`config.mk`:
```
export PLATFORM = sky130hd
export DESIGN_NAME = uart_stim_tx
export DESIGN_NICKNAME = d
export VERILOG_FILES = /design/src/rtl/uart_stim_tx_pkg.sv /design/src/rtl/uart_stim_tx_fifo.sv /design/src/rtl/uart_stim_tx.sv
export SDC_FILE = /design/constraint.sdc
export NUM_CORES = 1
export LEC_CHECK = 0
export CAP_MARGIN = 30
export CORE_MARGIN = 3
export CORE_UTILIZATION = 40
export CTS_BUF_LIST = sky130_fd_sc_hd__clkbuf_8
export DETAILED_ROUTE_END_ITERATION = 8
export HOLD_SLACK_MARGIN = 0.08
export MAX_ROUTING_LAYER = met4
export PLACE_DENSITY_LB_ADDON = 0.15
export SLEW_MARGIN = 10
export SYNTH_ARGS = -nofsm -noshare
export SYNTH_HDL_FRONTEND = slang
export SYNTH_HIERARCHICAL = 1
export SYNTH_SLANG_ARGS = --single-unit
```
`constraint.sdc`:
```
create_clock -name i_clk -period 2.8 [get_ports i_clk]
set_input_delay 0.56 -clock i_clk [delete_from_list [all_inputs] [get_ports i_clk]]
set_output_delay 0.56 -clock i_clk [all_outputs]
set_load 0.05 [all_outputs]
```
`src/rtl/uart_stim_tx_pkg.sv`:
```
// Shared definitions for the stimulus UART transmitter: FSM encoding and
// the baud divisor helper.
package uart_stim_tx_pkg;

    typedef enum logic [1:0] {
        ST_IDLE  = 2'd0,
        ST_START = 2'd1,
        ST_DATA  = 2'd2,
        ST_STOP  = 2'd3
    } tx_state_t;

    // Rounded clocks-per-bit.
    function automatic int calc_div(input int f_clk, input int f_baud);
        return (f_clk + f_baud / 2) / f_baud;
    endfunction

endpackage

```
`src/rtl/uart_stim_tx_fifo.sv`:
```
// Single-clock byte FIFO with registered read data, level output and
// synchronous reset. Pointers carry one extra MSB to tell full from empty.
module uart_stim_tx_fifo #(
    parameter int dw = 8,
    parameter int aw = 4
) (
    input  logic          i_clk,
    input  logic          i_rst,
    input  logic [dw-1:0] i_wr_data,
    input  logic          i_wr_en,
    input  logic          i_rd_en,
    output logic [dw-1:0] o_rd_data,
    output logic          o_full,
    output logic          o_empty,
    output logic [aw:0]   o_level
);

    logic [dw-1:0] r_mem [0:(1<<aw)-1];
    logic [aw:0]   r_wr_ptr;
    logic [aw:0]   r_rd_ptr;
    logic [dw-1:0] r_rd_data;
    logic          w_push;
    logic          w_pop;

    assign o_empty   = (r_wr_ptr == r_rd_ptr);
    assign o_full    = (r_wr_ptr[aw] != r_rd_ptr[aw]) &&
                       (r_wr_ptr[aw-1:0] == r_rd_ptr[aw-1:0]);
    assign o_level   = r_wr_ptr - r_rd_ptr;
    assign o_rd_data = r_rd_data;
    assign w_push    = i_wr_en && !o_full;
    assign w_pop     = i_rd_en && !o_empty;

    always_ff @(posedge i_clk) begin
        if (w_push && !i_rst) begin
            r_mem[r_wr_ptr[aw-1:0]] <= i_wr_data;
        end
    end

    always_ff @(posedge i_clk) begin
        if (i_rst) begin
            r_wr_ptr  <= '0;
            r_rd_ptr  <= '0;
            r_rd_data <= '0;
        end else begin
            if (w_push) begin
                r_wr_ptr <= r_wr_ptr + (aw+1)'(1);
            end
            if (w_pop) begin
                r_rd_data <= r_mem[r_rd_ptr[aw-1:0]];
                r_rd_ptr  <= r_rd_ptr + (aw+1)'(1);
            end
        end
    end

endmodule

```
`src/rtl/uart_stim_tx.sv`:
```
// 8N1/8N2 UART transmitter fed by a byte FIFO; drives a serial line that
// idles high. Back-to-back frames leave no idle gap.
module uart_stim_tx
    import uart_stim_tx_pkg::*;
#(
    parameter int clk_freq       = 50000000,
    parameter int uart_baud_rate = 1152000,
    parameter int fifo_aw        = 4,
    parameter int stop_bits      = 1
) (
    input  logic             i_clk,
    input  logic             i_rst,
    input  logic [7:0]       i_tx_data,
    input  logic             i_tx_valid,
    output logic             o_tx_ready,
    output logic             o_uart_txd,
    output logic             o_busy,
    output logic             o_tx_done,
    output logic [fifo_aw:0] o_fifo_level,
    output logic [1:0]       o_dbg_state
);

    localparam int DIV = calc_div(clk_freq, uart_baud_rate);
    localparam int CW  = $clog2(DIV);

    if (DIV < 2) begin : g_bad_div
        $error("uart_stim_tx: baud divisor must be at least 2");
    end
    if (stop_bits != 1 && stop_bits != 2) begin : g_bad_stop
        $error("uart_stim_tx: stop_bits must be 1 or 2");
    end

    tx_state_t     r_state;
    tx_state_t     w_next_state;
    logic [CW-1:0] r_baud;
    logic [2:0]    r_bit;
    logic [7:0]    r_shift;
    logic [7:0]    w_rd_data;
    logic          w_full;
    logic          w_empty;
    logic          w_pop;
    logic          w_bit_end;
    logic          w_frame_end;

    uart_stim_tx_fifo #(.dw(8), .aw(fifo_aw)) u_fifo (
        .i_clk     (i_clk),
        .i_rst     (i_rst),
        .i_wr_data (i_tx_data),
        .i_wr_en   (i_tx_valid),
        .i_rd_en   (w_pop),
        .o_rd_data (w_rd_data),
        .o_full    (w_full),
        .o_empty   (w_empty),
        .o_level   (o_fifo_level)
    );

    assign w_bit_end   = (r_baud == CW'(DIV - 1));
    assign w_frame_end = (r_state == ST_STOP) && w_bit_end && (r_bit == 3'(stop_bits - 1));
    // Popping at the last stop cycle lets the next start bit follow directly.
    assign w_pop       = !w_empty && ((r_state == ST_IDLE) || w_frame_end);
    assign o_tx_ready  = !w_full;
    assign o_busy      = (r_state != ST_IDLE) || (o_fifo_level != '0);
    assign o_dbg_state = r_state;

    always_ff @(posedge i_clk) begin
        if (i_rst) begin
            r_state <= ST_IDLE;
            r_baud  <= '0;
            r_bit   <= '0;
            r_shift <= '1;
        end else begin
            r_state <= w_next_state;
            if (r_state == ST_IDLE || w_bit_end) begin
                r_baud <= '0;
            end else begin
                r_baud <= r_baud + CW'(1);
            end
            if (w_frame_end) begin
                r_bit <= '0;
            end else if (w_bit_end && r_state != ST_START) begin
                r_bit <= r_bit + 3'd1;
            end
            // Registered FIFO data is stable through START; latch it at its end.
            if (r_state == ST_START && w_bit_end) begin
                r_shift <= w_rd_data;
            end else if (r_state == ST_DATA && w_bit_end) begin
                r_shift <= {1'b1, r_shift[7:1]};
            end
        end
    end

    always_comb begin
        w_next_state = r_state;
        unique case (r_state)
            ST_IDLE:  if (!w_empty) w_next_state = ST_START;
            ST_START: if (w_bit_end) w_next_state = ST_DATA;
            ST_DATA:  if (w_bit_end && r_bit == 3'd7) w_next_state = ST_STOP;
            ST_STOP:  if (w_frame_end) w_next_state = w_empty ? ST_IDLE : ST_START;
            default:  w_next_state = ST_IDLE;
        endcase
    end

    always_comb begin
        o_uart_txd = 1'b1;
        o_tx_done  = 1'b0;
        unique case (r_state)
            ST_START: o_uart_txd = 1'b0;
            ST_DATA:  o_uart_txd = r_shift[0];
            ST_STOP:  o_tx_done  = w_frame_end;
            default:  ;
        endcase
    end

endmodule
```
==> metrics.txt, run 1 <==
Seq/Total Area, Yosys 0.647; Syn Area/Cell 14.2 µm²; most common cell in the netlist edfxtp_1; pwr dens 743 mW/mm²; status finished clean; final setup vio count 0; total power draw 0.00610 W; first-pass GRT wire length 23200 µm; largest cells by area after synthesis edfxtp_1, dfxtp_1, mux2i_1, ha_1, nor2_1; critical path fanouts, max 2; Most used DFF post-synth edfxtp_1; DR vias 4131; Detailed Route WL 14600 µm; clk buf depth 2; CP arrival 2.23 ns; total congestion overflow 0; Row Count 48; synthesis warning total 6; unrepaired setup endpoints after global routing true; Die Y 139 µm; area of the multi-input gates 0.00236 mm²; Final Hold Viols 0; Die X 139 µm; Synth Instances 498; crit path launch u_fifo/r_wr_ptr[0]; Hold Crit Class register to register; CTS sink count 165; maximum VDD drop 0.000866 V; Pleak 2.64 nW; Synth cell types 56; Highest Clock Rate 359 MHz; Async SR Flop Fraction 0; Initial Util 0.410; number of global-route vias before repair 4054; Routed WL per cell 18.8 µm; number of antenna-violating nets in the routed design 0; HPWL reported at the end of detailed placement 9780 µm; RR Endpoint u_fifo/r_mem[2][7]; fillers 1524; fin util 0.475; top-area cell type share of the netlist area 0.543; setup slack, reg-to-reg 0.37 ns; clk_skew 0.0109 ns; min cycle time layout 2.79 ns; Post-Syn Area 0.00708 mm²; critical path endpoint o_busy; DRC errors left 0; clock transition at the registers of the reported paths 0.09 ns; number of enable flip-flop cells after synthesis 128; CP endpoint kind primary output; period utilization 0.995; vias per std cell 5.31; Startpoint Class register; Post-DP Area 0.00772 mm²; Non-Filler Instances 778; total track usage 0.161; CTS Hold Bufs 0; worst reg2reg path startpoint u_fifo/r_rd_ptr[3]; cell area after layout 0.00821 mm²; layout cell share with drive strength beyond 1 0.188; TritonCTS buffer count 17; worst skew pair latency 0.45 ns; largest net degree at the start of global routing 32; nets 571; MaxCap Viol Count 0; count of pins over their slew limit 0; die area 0.0193 mm²; Data required, critical path 2.24 ns; number of port buffers 21; antenna violations before repair 0; CTS root buf clkbuf_8; max_slew headroom 0.534; Synth area leader edfxtp_1; WS Path Type register to primary output; CTS H-tree lvls 4; Post-synth top cells edfxtp_1, mux2i_1, nor2_1, dfxtp_1, nand2_1; drt initial violations 321; register area 0.00459 mm²; diode count 0; number of I/O pins 22; GPL Wtd Cong 0.780; slew of the pin with the lowest slew margin 0.696 ns; Reg2Reg Depth 7; First-pass DRT Iterations 4; Synth Net Count 529; FF+latch count, synth 165; CTS tree yes; Core Area 0.0173 mm²; Layout area overhead 15.9%; DP Cell Count 742
==> flip-flops by register name, indices dropped and copies added (netlist names) <==
register,count
r_bit,3
r_shift,8
u_fifo/r_wr_ptr,5
u_fifo/o_rd_data,8
o_dbg_state,2
u_fifo/r_mem,128
r_baud,6
u_fifo/r_rd_ptr,5
==> cells by family (layout without fill, tap and decap cells) <==
logic type,Yosys count,count (layout),synth area share
adder cells (fa/ha/maj),20,20,0.0364
AO/OA/AOI/OAI,77,77,0.0837
XOR/XNOR,18,18,0.0244
flip-flops,165,165,0.647
buffers and inverters,47,102,0.0353
AND/OR/NAND/NOR,110,110,0.0728
multiplexers,61,61,0.100
==> routing by layer <==
layer  wire length, µm  vias to the layer above  GRT usage
met5                 0                        -          -
met4               242                        0     0.0520
met3               662                       13     0.0390
met2              6860                       84      0.243
met1              6870                     2071      0.216
li1                  -                     1963          -
==> through the flow <==
step	setup WS, ns	hold WS [ns]	TNS, ns
finish	0.0149	0.470	0
detailed placement	0.0950	0.456	0
floorplan	-0.152	0.430	-3.70
CTS	-0.215	0.477	-0.215
global route	-0.161	0.519	-0.161
global placement	0.179	0.444	0
==> worst min path at each step <==
stage,startpoint,endpoint,cells after the start
floorplan,r_baud[0],r_baud[0],1
global placement,r_baud[0],r_baud[0],1
detailed placement,r_baud[0],r_baud[0],1
CTS,r_baud[0],r_baud[0],1
global route,r_baud[0],r_baud[0],1
finish,r_baud[0],r_baud[0],1
==> cell type report <==
type / count / area share
multi-input combinational: 286 / 0.287
inverter: 21 / 0.00990
timing repair buffer: 49 / 0.0565
sequential: 165 / 0.559
clock buffer: 17 / 0.0285
clock inverter: 15 / 0.0244
tap: 225 / 0.0343
==> cells in the final DEF, fill, tap and decap left out, types with 2 or more instances in the layout <==
cell type          n
o21ai_1            8
clkdlybuf4s50_1   12
buf_12             5
inv_1             18
xnor2_4            2
clkinv_4           2
dfxtp_1           33
mux2i_1           53
dfxtp_2            3
nand2_1           22
or3_1              3
xnor2_1           10
xor2_1             3
nor3_1             9
a311oi_1           6
o22ai_1           16
clkinvlp_4         3
a21oi_4            2
ha_1              17
inv_2              2
mux4_2             8
bufinv_16          3
o21ai_0            9
inv_6              2
nand3b_1           3
clkinv_8           2
clkbuf_8          17
a311oi_2           2
edfxtp_1         128
nand3_1            3
xor2_2             2
a221o_1            7
o211ai_1           3
a221oi_1           8
a21o_1             2
nor2b_1            3
a211oi_1           3
buf_4             31
nand2b_1           4
nor2_1            52
==> what timing repair did <==
action,in CTS,in global routing
resized for setup,7,2
endpoints found under the setup margin,2,2
setup buffers,4,0
pin swaps,6,3
==> critical path: stages, from the launching register on <==
cell	delay, ns
dfxtp_2	0.33
inv_2	0.07
ha_4	0.12
inv_2	0.04
fa_2	0.34
a21o_1	0.19
a21oi_4	0.18
xnor2_4	0.08
nor4_2	0.14
nand3b_1	0.12
buf_6	0.17
==> where the power goes <==
part           switching [W]  internal, W  total, W
clock network       0.000909     0.000904   0.00181
registers          0.0000588      0.00272   0.00278
logic               0.000887     0.000624   0.00151
total                0.00185      0.00425   0.00610
Power figures use the tool's default switching activity.
==> run 2, diff against run 1 <==
- CORE_UTILIZATION: 40 -> 57
==> run 2 against run 1 <==
  * Clock skew decreased by 0.0013 ns
  * Register-to-register slack got worse by 0.13 ns
  * Total power decreased by 3.0%
  * Global-route usage increased by 5.9 points
  * Final area decreased by 1.7%
  * Maximum frequency decreased by 1.2%
  * The flow now finishes with violations (setup timing)
  * Largest cell class unchanged
  * Die area decreased by 29%
  * Highest routed layer unchanged
  * Clock power decreased by 10%
  * Non-clock buffer count decreased by 1
  * Combinational power about the same
  * Setup slack got worse by 0.035 ns
  * Count of clock-buffer cells in the layout unchanged
==> metrics.txt, run 2 (same netlist as run 1, synthesis figures left out) <==
status finished with violations; violated checks setup timing; Data required, critical path 2.24 ns; Final Hold Viols 0; HPWL reported at the end of detailed placement 9080 µm; CP arrival 2.26 ns; unrepaired setup endpoints after global routing true; count of pins over their slew limit 0; clk buf depth 2; maximum VDD drop 0.000515 V; Highest Clock Rate 355 MHz; Layout area overhead 14.0%; most frequent cells in the layout edfxtp_1, mux2i_1, nor2_1, dfxtp_1, buf_4; worst skew pair latency 0.45 ns; Core Area 0.0121 mm²; WS Path Type register to primary output; first-pass GRT wire length 22400 µm; number of antenna-violating nets in the routed design 0; max_slew headroom 0.539; GPL Wtd Cong 0.837; CTS H-tree lvls 4; CTS Hold Bufs 0; Hold Crit Class register to register; number of global-route vias before repair 4065; nets 570; Die X 117 µm; Die Y 117 µm; DRC errors left 0; TritonCTS buffer count 17; commonest non-fill, non-tap cell in the layout edfxtp_1; total power draw 0.00592 W; vias per std cell 5.83; number of I/O pins 22; die area 0.0138 mm²; First-pass DRT Iterations 5; layout cell share with drive strength beyond 1 0.178; Initial Util 0.587; period utilization 1.01; total congestion overflow 0; Pleak 2.62 nW; CP endpoint kind primary output; MaxCap Viol Count 0; CTS root buf clkbuf_8; CTS sink count 165; CTS tree yes; Row Count 40; min cycle time layout 2.82 ns; critical path fanouts, max 2; Detailed Route WL 14000 µm; Startpoint Class register; max reg flops 128; slew of the pin with the lowest slew margin 0.690 ns; total track usage 0.220; tightest hold margin 0.469 ns; DR vias 4191; drt initial violations 283; Setup WS post-layout -0.0201 ns; Routed WL per cell 19.5 µm; largest net degree at the start of global routing 32; pwr dens 734 mW/mm²; clock transition at the registers of the reported paths 0.08 ns; antenna violations before repair 0; number of port buffers 21; clk_skew 0.00962 ns; diode count 0; final setup vio count 1
==> run 2: cell count changes in the layout (fill, tap and decap cells not counted) <==
cell        before  now
clkinv_1         1    3
clkinv_8         2    0
clkinvlp_4       3    1
inv_1           18   20
buf_4           31   30
bufinv_16        3    2
==> run 2: layout make-up <==
| type | count | area [µm²] |
|---|---|---|
| tap | 168 | 210 |
| timing repair buffer | 48 | 457 |
| clock inverter | 14 | 138 |
| inverter | 21 | 81.3 |
| sequential | 165 | 4590 |
| clock buffer | 17 | 234 |
| multi-input combinational | 286 | 2360 |
| fill | 856 | 3990 |
==> run 2: power breakdown <==
part	switching, W	total (W)	internal [W]	leakage, nW
logic	0.000894	0.00152	0.000621	0.973
registers	0.0000661	0.00279	0.00272	1.46
clock network	0.000837	0.00162	0.000782	0.193
==> run 2: worst paths after layout <==
path	start	endpoint	slack, ns	cells after the start
max	u_fifo/r_wr_ptr[0]	o_busy	-0.02	10
min	r_baud[0]	r_baud[0]	0.47	1
max reg2reg	u_fifo/r_wr_ptr[3]	u_fifo/r_mem[1][4]	0.24	6
min reg2reg	r_baud[0]	r_baud[0]	0.47	1
==> run 2: per-layer routing <==
layer,part of all wire,track usage,up-vias
met1,0.44,0.291,2084
met4,0.030,0.0945,0
met2,0.48,0.332,128
li1,-,-,1954
met5,0,-,-
met3,0.049,0.0485,25
==> run 2: stage by stage <==
stage	TNS [ns]	area (µm²)	utilization	cells	setup slack (ns)
3_3_place_gp	0	7640	0.634	684	0.182
3_5_place_dp	0	7640	0.634	684	0.0963
2_1_floorplan	-3.70	7190	-	498	-0.152
5_1_grt	-0.168	8070	0.669	719	-0.168
6_report	-0.0201	8070	0.669	719	-0.0201
4_1_cts	-0.103	8070	0.669	719	-0.103
==> run 2: critical path, stage by stage, from the launching register on <==
cell	delay, ns
dfxtp_2	0.33
inv_2	0.07
ha_4	0.12
inv_2	0.03
fa_2	0.33
a21o_1	0.21
a21oi_4	0.17
xnor2_4	0.10
nor4_2	0.15
nand3b_1	0.13
buf_6	0.18
==> run 2: repair_timing <==
item                       CTS  global route
resized for setup            9             0
setup endpoints to repair    2             1
gates cloned                 0             0
setup buffers                4             0
pin swaps                    6             1
